File: src/rtl/dsi_ecc_pkg.sv
// Shared definitions for the DSI packet-header ECC checker: syndrome code table,
// parity/decode helpers and the header-assembly FSM states.
package dsi_ecc_pkg;

    localparam int DATA_W = 24;
    localparam int ECC_W  = 6;
    localparam logic [4:0] POS_NONE = 5'd31;

    // Syndrome code of each header data bit, entry 23 first.
    localparam logic [DATA_W-1:0][ECC_W-1:0] SYN_CODE = {
        6'h3B, 6'h37, 6'h2F, 6'h1F, 6'h38, 6'h34, 6'h32, 6'h31,
        6'h2C, 6'h2A, 6'h29, 6'h26, 6'h25, 6'h23, 6'h1C, 6'h1A,
        6'h19, 6'h16, 6'h15, 6'h13, 6'h0E, 6'h0D, 6'h0B, 6'h07
    };

    typedef struct packed {
        logic       fatal;
        logic       corr;
        logic [4:0] pos;
    } syn_res_t;

    typedef enum logic [2:0] {
        ST_IDLE,
        ST_B1,
        ST_B2,
        ST_B3,
        ST_CHK,
        ST_OUT
    } hdr_st_e;

    function automatic logic [ECC_W-1:0] ecc_calc(input logic [DATA_W-1:0] d);
        logic [ECC_W-1:0] p;
        p = '0;
        for (int i = 0; i < DATA_W; i++) begin
            if (d[i]) p = p ^ SYN_CODE[i];
        end
        return p;
    endfunction

    function automatic syn_res_t syn_decode(input logic [ECC_W-1:0] syn);
        syn_res_t r;
        r.fatal = 1'b0;
        r.corr  = 1'b0;
        r.pos   = POS_NONE;
        if (syn != '0) begin
            // A single set syndrome bit points at the ECC byte itself.
            if ((syn & (syn - 6'd1)) == '0) begin
                r.corr = 1'b1;
            end else begin
                r.fatal = 1'b1;
                for (int i = 0; i < DATA_W; i++) begin
                    if (syn == SYN_CODE[i]) begin
                        r.fatal = 1'b0;
                        r.corr  = 1'b1;
                        r.pos   = 5'(i);
                    end
                end
            end
        end
        return r;
    endfunction

endpackage

File: src/rtl/dsi_hdr_syndrome.sv
// Combinational syndrome check of one assembled header: recomputes parity,
// decodes the syndrome and flips the single erroneous data bit if there is one.
module dsi_hdr_syndrome
    import dsi_ecc_pkg::*;
(
    input  logic [DATA_W-1:0] d_i,
    input  logic [ECC_W-1:0]  ecc_i,
    output logic [DATA_W-1:0] d_o,
    output logic              corr_o,
    output logic              fatal_o,
    output logic [4:0]        pos_o
);

    logic [ECC_W-1:0]  syn;
    syn_res_t          res;
    logic [DATA_W-1:0] flip;

    always_comb begin
        syn = ecc_calc(d_i) ^ ecc_i;
        res = syn_decode(syn);
        flip = '0;
        for (int i = 0; i < DATA_W; i++) begin
            flip[i] = res.corr && (res.pos == 5'(i));
        end
    end

    assign d_o     = d_i ^ flip;
    assign corr_o  = res.corr;
    assign fatal_o = res.fatal;
    assign pos_o   = res.pos;

endmodule

File: src/rtl/dsi_hdr_ecc_check.sv
// DSI RX packet-header ECC checker: assembles DI/WC/ECC bytes, corrects single-bit
// errors, flags fatal ones. Optional saturating counters under DSI_ECC_STATS_EN.
module dsi_hdr_ecc_check
    import dsi_ecc_pkg::*;
#(
    parameter int CNT_W = 16
) (
    input  logic             clk,
    input  logic             rst_n,
    input  logic [7:0]       s_data,
    input  logic             s_sop,
    input  logic             s_valid,
    output logic             s_ready,
    output logic [7:0]       m_di,
    output logic [15:0]      m_wc,
    output logic             m_corr,
    output logic             m_fatal,
    output logic [4:0]       m_err_pos,
    output logic             m_valid,
    input  logic             m_ready,
    input  logic             cnt_clr,
    output logic [CNT_W-1:0] cnt_corr,
    output logic [CNT_W-1:0] cnt_fatal
);

    hdr_st_e          state_q, state_d;
    logic [7:0]       b0_q, b0_d, b1_q, b1_d, b2_q, b2_d;
    logic [ECC_W-1:0] ecc_q, ecc_d;
    logic [7:0]       m_di_q, m_di_d;
    logic [15:0]      m_wc_q, m_wc_d;
    logic             m_corr_q, m_corr_d;
    logic             m_fatal_q, m_fatal_d;
    logic [4:0]       m_err_pos_q, m_err_pos_d;

    logic [DATA_W-1:0] d_cor;
    logic              syn_corr, syn_fatal;
    logic [4:0]        syn_pos;

    dsi_hdr_syndrome u_syn (
        .d_i     ({b2_q, b1_q, b0_q}),
        .ecc_i   (ecc_q),
        .d_o     (d_cor),
        .corr_o  (syn_corr),
        .fatal_o (syn_fatal),
        .pos_o   (syn_pos)
    );

    always_comb begin
        state_d     = state_q;
        b0_d        = b0_q;
        b1_d        = b1_q;
        b2_d        = b2_q;
        ecc_d       = ecc_q;
        m_di_d      = m_di_q;
        m_wc_d      = m_wc_q;
        m_corr_d    = m_corr_q;
        m_fatal_d   = m_fatal_q;
        m_err_pos_d = m_err_pos_q;
        s_ready     = 1'b1;
        unique case (state_q)
            ST_IDLE: begin
                if (s_valid && s_sop) begin
                    b0_d    = s_data;
                    state_d = ST_B1;
                end
            end
            ST_B1, ST_B2, ST_B3: begin
                if (s_valid) begin
                    // A fresh SOP mid-header resynchronises on the new packet.
                    if (s_sop) begin
                        b0_d    = s_data;
                        state_d = ST_B1;
                    end else begin
                        case (state_q)
                            ST_B1: begin
                                b1_d    = s_data;
                                state_d = ST_B2;
                            end
                            ST_B2: begin
                                b2_d    = s_data;
                                state_d = ST_B3;
                            end
                            default: begin
                                ecc_d   = s_data[ECC_W-1:0];
                                state_d = ST_CHK;
                            end
                        endcase
                    end
                end
            end
            ST_CHK: begin
                s_ready     = 1'b0;
                m_di_d      = d_cor[7:0];
                m_wc_d      = d_cor[23:8];
                m_corr_d    = syn_corr;
                m_fatal_d   = syn_fatal;
                m_err_pos_d = syn_pos;
                state_d     = ST_OUT;
            end
            ST_OUT: begin
                s_ready = 1'b0;
                if (m_ready) state_d = ST_IDLE;
            end
            default: state_d = ST_IDLE;
        endcase
    end

    always_ff @(posedge clk or negedge rst_n) begin
        if (!rst_n) begin
            state_q     <= ST_IDLE;
            b0_q        <= '0;
            b1_q        <= '0;
            b2_q        <= '0;
            ecc_q       <= '0;
            m_di_q      <= '0;
            m_wc_q      <= '0;
            m_corr_q    <= 1'b0;
            m_fatal_q   <= 1'b0;
            m_err_pos_q <= POS_NONE;
        end else begin
            state_q     <= state_d;
            b0_q        <= b0_d;
            b1_q        <= b1_d;
            b2_q        <= b2_d;
            ecc_q       <= ecc_d;
            m_di_q      <= m_di_d;
            m_wc_q      <= m_wc_d;
            m_corr_q    <= m_corr_d;
            m_fatal_q   <= m_fatal_d;
            m_err_pos_q <= m_err_pos_d;
        end
    end

    assign m_valid   = (state_q == ST_OUT);
    assign m_di      = m_di_q;
    assign m_wc      = m_wc_q;
    assign m_corr    = m_corr_q;
    assign m_fatal   = m_fatal_q;
    assign m_err_pos = m_err_pos_q;

`ifdef DSI_ECC_STATS_EN
    logic [CNT_W-1:0] cnt_corr_q, cnt_corr_d, cnt_fatal_q, cnt_fatal_d;
    logic             out_hs;

    assign out_hs = m_valid && m_ready;

    always_comb begin
        cnt_corr_d  = cnt_corr_q;
        cnt_fatal_d = cnt_fatal_q;
        if (cnt_clr) begin
            cnt_corr_d  = '0;
            cnt_fatal_d = '0;
        end else if (out_hs) begin
            if (m_corr_q && (cnt_corr_q != '1))   cnt_corr_d  = cnt_corr_q + 1'b1;
            if (m_fatal_q && (cnt_fatal_q != '1)) cnt_fatal_d = cnt_fatal_q + 1'b1;
        end
    end

    always_ff @(posedge clk or negedge rst_n) begin
        if (!rst_n) begin
            cnt_corr_q  <= '0;
            cnt_fatal_q <= '0;
        end else begin
            cnt_corr_q  <= cnt_corr_d;
            cnt_fatal_q <= cnt_fatal_d;
        end
    end

    assign cnt_corr  = cnt_corr_q;
    assign cnt_fatal = cnt_fatal_q;
`else
    logic unused_cnt_clr;
    assign unused_cnt_clr = cnt_clr;
    assign cnt_corr       = '0;
    assign cnt_fatal      = '0;
`endif

endmodule
File: config.mk
export PLATFORM = sky130hd
export DESIGN_NAME = dsi_hdr_ecc_check
export DESIGN_NICKNAME = d
export VERILOG_FILES = /design/src/rtl/dsi_ecc_pkg.sv /design/src/rtl/dsi_hdr_syndrome.sv /design/src/rtl/dsi_hdr_ecc_check.sv
export SDC_FILE = /design/constraint.sdc
export NUM_CORES = 1
export LEC_CHECK = 0
export ABC_AREA = 1
export CORE_UTILIZATION = 51
export CTS_BUF_LIST = sky130_fd_sc_hd__clkbuf_4 sky130_fd_sc_hd__clkbuf_8
export DETAILED_ROUTE_END_ITERATION = 10
export GPL_TIMING_DRIVEN = 1
export MAX_ROUTING_LAYER = met4
export PLACE_DENSITY_LB_ADDON = 0.1
export SYNTH_ARGS = -nofsm -noshare
export SYNTH_HDL_FRONTEND = slang
export SYNTH_SLANG_ARGS = --single-unit
File: constraint.sdc
create_clock -name clk -period 2.25 [get_ports clk]
set_input_delay 0.225 -clock clk [delete_from_list [all_inputs] [get_ports clk]]
set_output_delay 0.225 -clock clk [all_outputs]
set_load 0.01 [all_outputs]
# Word level (Yosys, flattened, before mapping)
# Index checks and enable logic that the tools add are counted.
# word_totals
regBits	64
latch_bits	0
mem_bits_rw	0
romBits	0
input_bits	14
output_inout_bits	65
elab_cells	196
n_memories	0
# op_classes
addsub	1
mul	0
div	0
magnitude_cmp	0
eq_ne	56
shifts	0
muxes	63
bitwise	28
reduce_logical	38
# ops
op	count
2-to-1 mux 7 bit	25
== test 6 bit, second input constant	13
2-to-1 mux 6 bit	13
NOT 3 bit	16
== test 6 x 5 -> 1 bit, second input constant	7
== test 5 x 4 -> 1 bit, second input constant	8
== test 5 bit, second input constant	8
2-to-1 mux 5 bit	8
logical AND 1 bit	25
2-to-1 mux 8 bit	3
bitwise XOR 24 bit	1
== test 5 x 3 -> 1 bit, second input constant	4
NOT 5 bit	4
== test 6 x 4 -> 1 bit, second input constant	3
one-hot mux 8 bit (2 select lines)	1
AND reduction 4 bit	4
2-to-1 mux 3 bit	5
2-to-1 mux 4 bit	3
one-hot mux 3 bit (4 select lines)	1
== test 5 x 2 -> 1 bit, second input constant	2
NOT 2 -> 3 bit	3
bitwise AND 6 bit	1
== test 3 x 2 -> 1 bit, second input constant	2
== test 3 bit, second input constant	2
18 further kinds	24

# Logic depth before layout (Yosys ltp)
# logic_depth
word_depth	78
mapped_depth	23
depth_no_buf	22

# By module
# A second synthesis with hierarchy kept.
# unflattened
cells_unflattened	720
area_unflattened_um2	4908.5
# modules_own_cells
mod	n_inst	cells_each	area_per_inst_um2	seq_area_each_um2
dsi_hdr_ecc_check	1	307	2909.0	1607.8
dsi_hdr_syndrome	1	413	1999.4	0.0

# Worst setup path before layout
# No wires, ideal clock.
# synth_timing
kind	reg-to-reg
from	reg b2_q[3]
to	reg m_corr_q, in the netlist m_corr
setup_ps	117
arrival_time_ps	1992
required_time_ps	2133
path_slack_ps	140
path_stages_with_launch	20
path_buffers	1
synth_period_minus_slack_ps	2110
cell_sequence	dfrtp_1 -> buf_4 -> xnor2_2 -> inv_2 -> nand2_1 -> nand2_1 -> nand3_1 -> nand3_2 -> nand2_2 -> nor2_4 -> inv_2 -> nor2_2 -> nand2_2 -> nand2_2 -> nor2_2 -> nand4_1 -> nor2_2 -> nand3_2 -> nand3_1 -> nand2_1
# synth_via
elab_chain_len	36
word_cells_on_any_way	64
cone_classes	add/sub (1); eq/ne (24); mux (31); bitwise (6); reduce/logical (2)
# synth_lines
element	line_no	text
start: declaration	dsi_hdr_ecc_check.sv:27	logic [7:0] b0_q, b0_d, b1_q, b1_d, b2_q, b2_d;
start signal: assignment	dsi_hdr_ecc_check.sv:113	b2_q <= '0;
start signal: assignment	dsi_hdr_ecc_check.sv:124	b2_q <= b2_d;
2-to-1 mux 6 bit (*)	dsi_ecc_pkg.sv:35	if (d[i]) p = p ^ SYN_CODE[i];
NOT 5 bit (no source line)	n/a	
2-to-1 mux 5 bit	dsi_ecc_pkg.sv:35	
NOT 5 bit (no source line) / 2-to-1 mux 6 bit (equally long branches)	n/a	
2-to-1 mux 6 bit (*) (2 in a row)	dsi_ecc_pkg.sv:35	
NOT 5 bit (no source line)	n/a	
2-to-1 mux 6 bit (*)	dsi_ecc_pkg.sv:35	
bitwise XOR 6 bit (*)	dsi_hdr_syndrome.sv:19	syn = ecc_calc(d_i) ^ ecc_i;
== test 6 x 3 -> 1 bit	dsi_ecc_pkg.sv:52	if (syn == SYN_CODE[i]) begin
2-to-1 mux 7 bit (24 in a row)	dsi_ecc_pkg.sv:52	
2-to-1 mux 1 bit	dsi_ecc_pkg.sv:47	if ((syn & (syn - 6'd1)) == '0) begin
2-to-1 mux 7 bit (*)	dsi_ecc_pkg.sv:45	if (syn != '0) begin
end signal: assignment	dsi_hdr_ecc_check.sv:128	m_corr_q <= m_corr_d;
end: declaration	dsi_hdr_ecc_check.sv:31	logic m_corr_q, m_corr_d;
# Mark *: on every way between the ends. The rest lies on a longest branch, timed or not.
# A chain may end at the register's enable or synchronous reset.

# Worst setup path after layout
# layout_timing
from	reg b0_q[4]
to	reg m_corr_q, in the netlist m_corr
# layout_via
elab_chain_len	60
word_cells_on_any_way	93
cone_classes	add/sub (1); eq/ne (24); mux (46); bitwise (20); reduce/logical (2)
# layout_lines
element	line_no	text
start: declaration	dsi_hdr_ecc_check.sv:27	
start signal: assignment	dsi_hdr_ecc_check.sv:111	b0_q <= '0;
start signal: assignment	dsi_hdr_ecc_check.sv:122	b0_q <= b0_d;
2-to-1 mux 5 bit (*)	dsi_ecc_pkg.sv:35	
NOT 3 bit (no source line)	n/a	
2-to-1 mux 5 bit (*)	dsi_ecc_pkg.sv:35	
NOT 3 bit (no source line)	n/a	
2-to-1 mux 5 bit (*)	dsi_ecc_pkg.sv:35	
NOT 3 bit (no source line)	n/a	
2-to-1 mux 5 bit (*)	dsi_ecc_pkg.sv:35	
NOT 3 bit (no source line)	n/a	
(+21 left out)	n/a	
2-to-1 mux 6 bit (*)	dsi_ecc_pkg.sv:35	
NOT 5 bit (no source line)	n/a	
2-to-1 mux 6 bit (*)	dsi_ecc_pkg.sv:35	
bitwise XOR 6 bit (*)	dsi_hdr_syndrome.sv:19	
== test 6 x 3 -> 1 bit	dsi_ecc_pkg.sv:52	
2-to-1 mux 7 bit (24 in a row)	dsi_ecc_pkg.sv:52	
2-to-1 mux 1 bit	dsi_ecc_pkg.sv:47	
2-to-1 mux 7 bit (*)	dsi_ecc_pkg.sv:45	
# Marks and branches as above.

==> results.yml <==
floorplan:
  fp.dieW_um: 99.2
  floorplan.core_area_um2: 9200
  die_area_um2: 9840
  top_level_ports: 79
  placement_rows: 35
  initial_utilization_pct: 52.4
  die-height_um: 99.2
synthesis:
  synth.yosys.seq_area_share_pct: 33.4
  synth.yosys.warnings: 0
  postSynthCellCount: 721
  synth_top_cell_area_share_pct: 30.6
  synth.mux.area_fraction_pct: 0
  synth_simple_gate_area_share_pct: 35.4
  postSynth.asyncResetShare_pct: 100
  synth-adder-area-share_pct: 0
  number_of_synthesized_flops_with_an_enable_pin: 0
  synthesis.area_per_instance_um2: 6.68
  compound_gate_fraction_of_synth_area_pct: 7.84
  yosys.cell_types.count: 35
  synthFlopType: "sky130_fd_sc_hd__dfrtp_1"
  synth_xor_area_share_pct: 7.40
  netlist_top_cells_area: "sky130_fd_sc_hd__dfrtp_1 31%, sky130_fd_sc_hd__nand2_1 20%, sky130_fd_sc_hd__buf_4 6.5%"
  netlist_area_um2: 4820
  synth.ff_latch_count: 64
  combinational_family_with_the_most_area_after_synthesis: "simple AND/OR/NAND/NOR gates"
  synthDominantAreaCellType: "sky130_fd_sc_hd__dfrtp_1"
detailed_routing:
  drt_first_pass_iters: 5
  drt-initial-drc-count: 332
  final_antenna_net_count: 0
  drc: 0
  vias_per_cell: 5.05
  detailroute.via_count: 5051
  wirelength_mm: 14.9
  post_drt_wl_per_cell_um: 14.9
clocking:
  clock-sinks: 64
  ctsHtreeMaxLevel: 3
  cts.reportedPaths.clkPinSlew_ns: 0.08
  clockRootBuffer: "sky130_fd_sc_hd__clkbuf_8"
  clock_insertion_delay_worst_skew_ns: 0.36
  tritoncts: "yes"
  cts_made_buffers: 9
  max-clock-path-buffers: 2
critical_path:
  critPathRequiredTime_ns: 2.51
  critPathLaunchType: "flop"
  timing.reg2reg.setup_slack_ns: -0.36
  timing.critical_path.arrival_ns: 2.87
  crit_end: "m_corr$_DFFE_PN0P_"
  launching_instance_or_port_of_the_critical_path: "b0_q[4]$_DFFE_PN0P_"
  crit_path_max_fanout: 6
  timing.reg2reg.worst_path_depth: 20
  r2r_start: "b0_q[4]$_DFFE_PN0P_"
  startpoint_to_endpoint_class_of_the_critical_path: "flop to flop"
  regToRegEndpoint: "m_corr$_DFFE_PN0P_"
  critical_path.endpoint_type: "flop"
sta:
  maxClockFrequency_ghz: 0.383
  rsz0062_at_grt: "yes"
  setup_viol_count_final: 29
  report.final.hold_viol_count: 0
  slew_violations: 0
  finalCritPeriodShare_pct: 116
  clock-skew-final_ns: 0.0106
  timing.final.ws_setup_ns: -0.364
  period_needed_ns: 2.61
  slew_worst_pin_ns: 0.574
  maxSlewHeadroom_pct: 61.6
placement:
  gp_congestion: 0.906
  port_buffers: 45
  post-dp-hpwl_mm: 10.5
hold_path:
  worst_min_path_class: "input pin to async pin"
run_status:
  status: "finished, violations left"
  violations: "setup timing"
global_routing:
  grt_pass1_wl_mm: 23.1
  grt_start_max_net_pins: 35
  antenna_found_initial: 0
  globalRoute.totalOverflow: 0
  grt_use_total_pct: 30.9
  vias_in_the_first_global_route: 4877
run:
  reported_max_cap_violation_count: 0
finish:
  area_growth_pct: 45.8
  count_of_nets_after_finishing: 898
  drive_above_1_share_pct: 37.3
  antenna_cells: 0
  final_util_pct: 76.4
-- worst max-delay path, cell delays in order, from the launching register on --
cell,delay [ns]
sky130_fd_sc_hd__dfrtp_2,0.47
sky130_fd_sc_hd__buf_6,0.16
sky130_fd_sc_hd__xor2_1,0.15
sky130_fd_sc_hd__nand2_1,0.12
sky130_fd_sc_hd__nand2_1,0.09
sky130_fd_sc_hd__nand2_1,0.06
sky130_fd_sc_hd__nand2_2,0.10
sky130_fd_sc_hd__inv_2,0.04
sky130_fd_sc_hd__nand2_2,0.06
sky130_fd_sc_hd__nand2_4,0.10
sky130_fd_sc_hd__buf_6,0.15
sky130_fd_sc_hd__nand2_8,0.07
sky130_fd_sc_hd__inv_1,0.06
sky130_fd_sc_hd__nand2_2,0.09
sky130_fd_sc_hd__inv_2,0.05
sky130_fd_sc_hd__nor2_1,0.16
sky130_fd_sc_hd__nand2_1,0.13
sky130_fd_sc_hd__nor2_2,0.18
sky130_fd_sc_hd__nand3_2,0.12
sky130_fd_sc_hd__nand3_2,0.08
sky130_fd_sc_hd__nand2_1,0.04
-- cell usage after synthesis (2+ instances only) --
master / count
sky130_fd_sc_hd__dfrtp_1: 59
sky130_fd_sc_hd__nand2_4: 3
sky130_fd_sc_hd__nor2_2: 10
sky130_fd_sc_hd__nand2_1: 260
sky130_fd_sc_hd__nand4_1: 6
sky130_fd_sc_hd__nand3_1: 26
sky130_fd_sc_hd__buf_2: 11
sky130_fd_sc_hd__nand2_2: 19
sky130_fd_sc_hd__buf_4: 42
sky130_fd_sc_hd__clkbuf_1: 9
sky130_fd_sc_hd__nand3_2: 6
sky130_fd_sc_hd__inv_2: 22
sky130_fd_sc_hd__inv_1: 70
sky130_fd_sc_hd__o21ai_0: 51
sky130_fd_sc_hd__nor2_1: 49
sky130_fd_sc_hd__xor2_1: 23
sky130_fd_sc_hd__a21oi_2: 2
sky130_fd_sc_hd__nor3_1: 7
sky130_fd_sc_hd__a31oi_1: 12
sky130_fd_sc_hd__dfstp_2: 5
sky130_fd_sc_hd__xnor2_1: 14
sky130_fd_sc_hd__nor2_4: 2
-- flip-flops by register name, summed over array words and instances, names as in the netlist --
register	count
b0_q	8
b1_q	8
b2_q	8
ecc_q	6
m_corr	1
m_di	8
m_err_pos	5
m_fatal	1
m_wc	16
state_q	3
-- timing repair --
item / 4_1_cts / 5_1_grt
hold buffers: 1 / 0
pin swaps: 37 / 51
cloned: 0 / 0
hold endpoints to repair: 14 / 0
gates resized for setup: 91 / 103
setup endpoints to repair: 29 / 31
buffers inserted: 23 / 20
-- how the worst min path moves through the flow --
stage,to,cells past startpoint
2_1_floorplan,b0_q[0]$_DFFE_PN0P_,0
3_3_place_gp,m_di[4]$_DFFE_PN0P_,1
3_5_place_dp,m_di[4]$_DFFE_PN0P_,1
4_1_cts,m_wc[8]$_DFFE_PN0P_,2
5_1_grt,m_wc[9]$_DFFE_PN0P_,2
6_report,m_wc[9]$_DFFE_PN0P_,2
-- layout make-up --
class | count | area [um^2]
clock buffer | 10 | 138
clock inverter | 6 | 67.6
fill | 698 | 2170
inverter | 93 | 372
multi-input combinational | 532 | 3050
sequential | 64 | 1630
tap | 111 | 139
timing repair buffer | 184 | 1630
-- cells in the final DEF, fill, tap and decap left out, types with 10 or more instances in the layout --
| cell | count |
|---|---|
| sky130_fd_sc_hd__nand2_1 | 224 |
| sky130_fd_sc_hd__buf_4 | 106 |
| sky130_fd_sc_hd__inv_1 | 59 |
| sky130_fd_sc_hd__clkdlybuf4s50_1 | 44 |
| sky130_fd_sc_hd__nand2_2 | 42 |
| sky130_fd_sc_hd__o21ai_0 | 39 |
| sky130_fd_sc_hd__dfrtp_1 | 38 |
| sky130_fd_sc_hd__nor2_1 | 35 |
| sky130_fd_sc_hd__conb_1 | 32 |
| sky130_fd_sc_hd__buf_6 | 30 |
| sky130_fd_sc_hd__inv_2 | 24 |
| sky130_fd_sc_hd__xor2_1 | 21 |
| sky130_fd_sc_hd__dfrtp_2 | 21 |
| sky130_fd_sc_hd__nand3_1 | 16 |
| sky130_fd_sc_hd__nor2_4 | 14 |
| sky130_fd_sc_hd__nand2_4 | 13 |
| sky130_fd_sc_hd__nor2_2 | 12 |
| sky130_fd_sc_hd__o21ai_1 | 12 |
| sky130_fd_sc_hd__a31oi_1 | 12 |
| sky130_fd_sc_hd__nand3_2 | 11 |
| sky130_fd_sc_hd__xnor2_1 | 10 |
| sky130_fd_sc_hd__clkbuf_8 | 10 |
-- metrics by stage --
step	worst slack, ns	instances	TNS (ns)	hold WS, ns	area, um^2
6_report	-0.364	1000	-4.11	0.335	7030
3_5_place_dp	-0.382	945	-4.52	0.188	5870
5_1_grt	-0.535	1000	-8.16	0.372	7030
4_1_cts	-0.219	984	-1.73	0.347	6530
2_1_floorplan	0.140	752	0	-0.0706	4930
3_3_place_gp	-0.334	945	-3.53	0.170	5870
-- logic make-up after synthesis --
family	after synthesis
AO/OA/AOI/OAI	69
flip-flops	64
buffers and inverters	156
AND/OR/NAND/NOR	392
XOR/XNOR	39
other	1
-- layer usage --
layer	vias to the layer above	track usage (%)	wire [um]
met5	-	-	0
met4	0	12.9	718
met3	63	3.44	620
met2	180	52.4	7510
met1	2329	37.6	6090
li1	2479	-	-
Power is left out: the tool's default activity adds up to more than one toggle a clock period on the data nets, which glitch-free logic cannot reach.
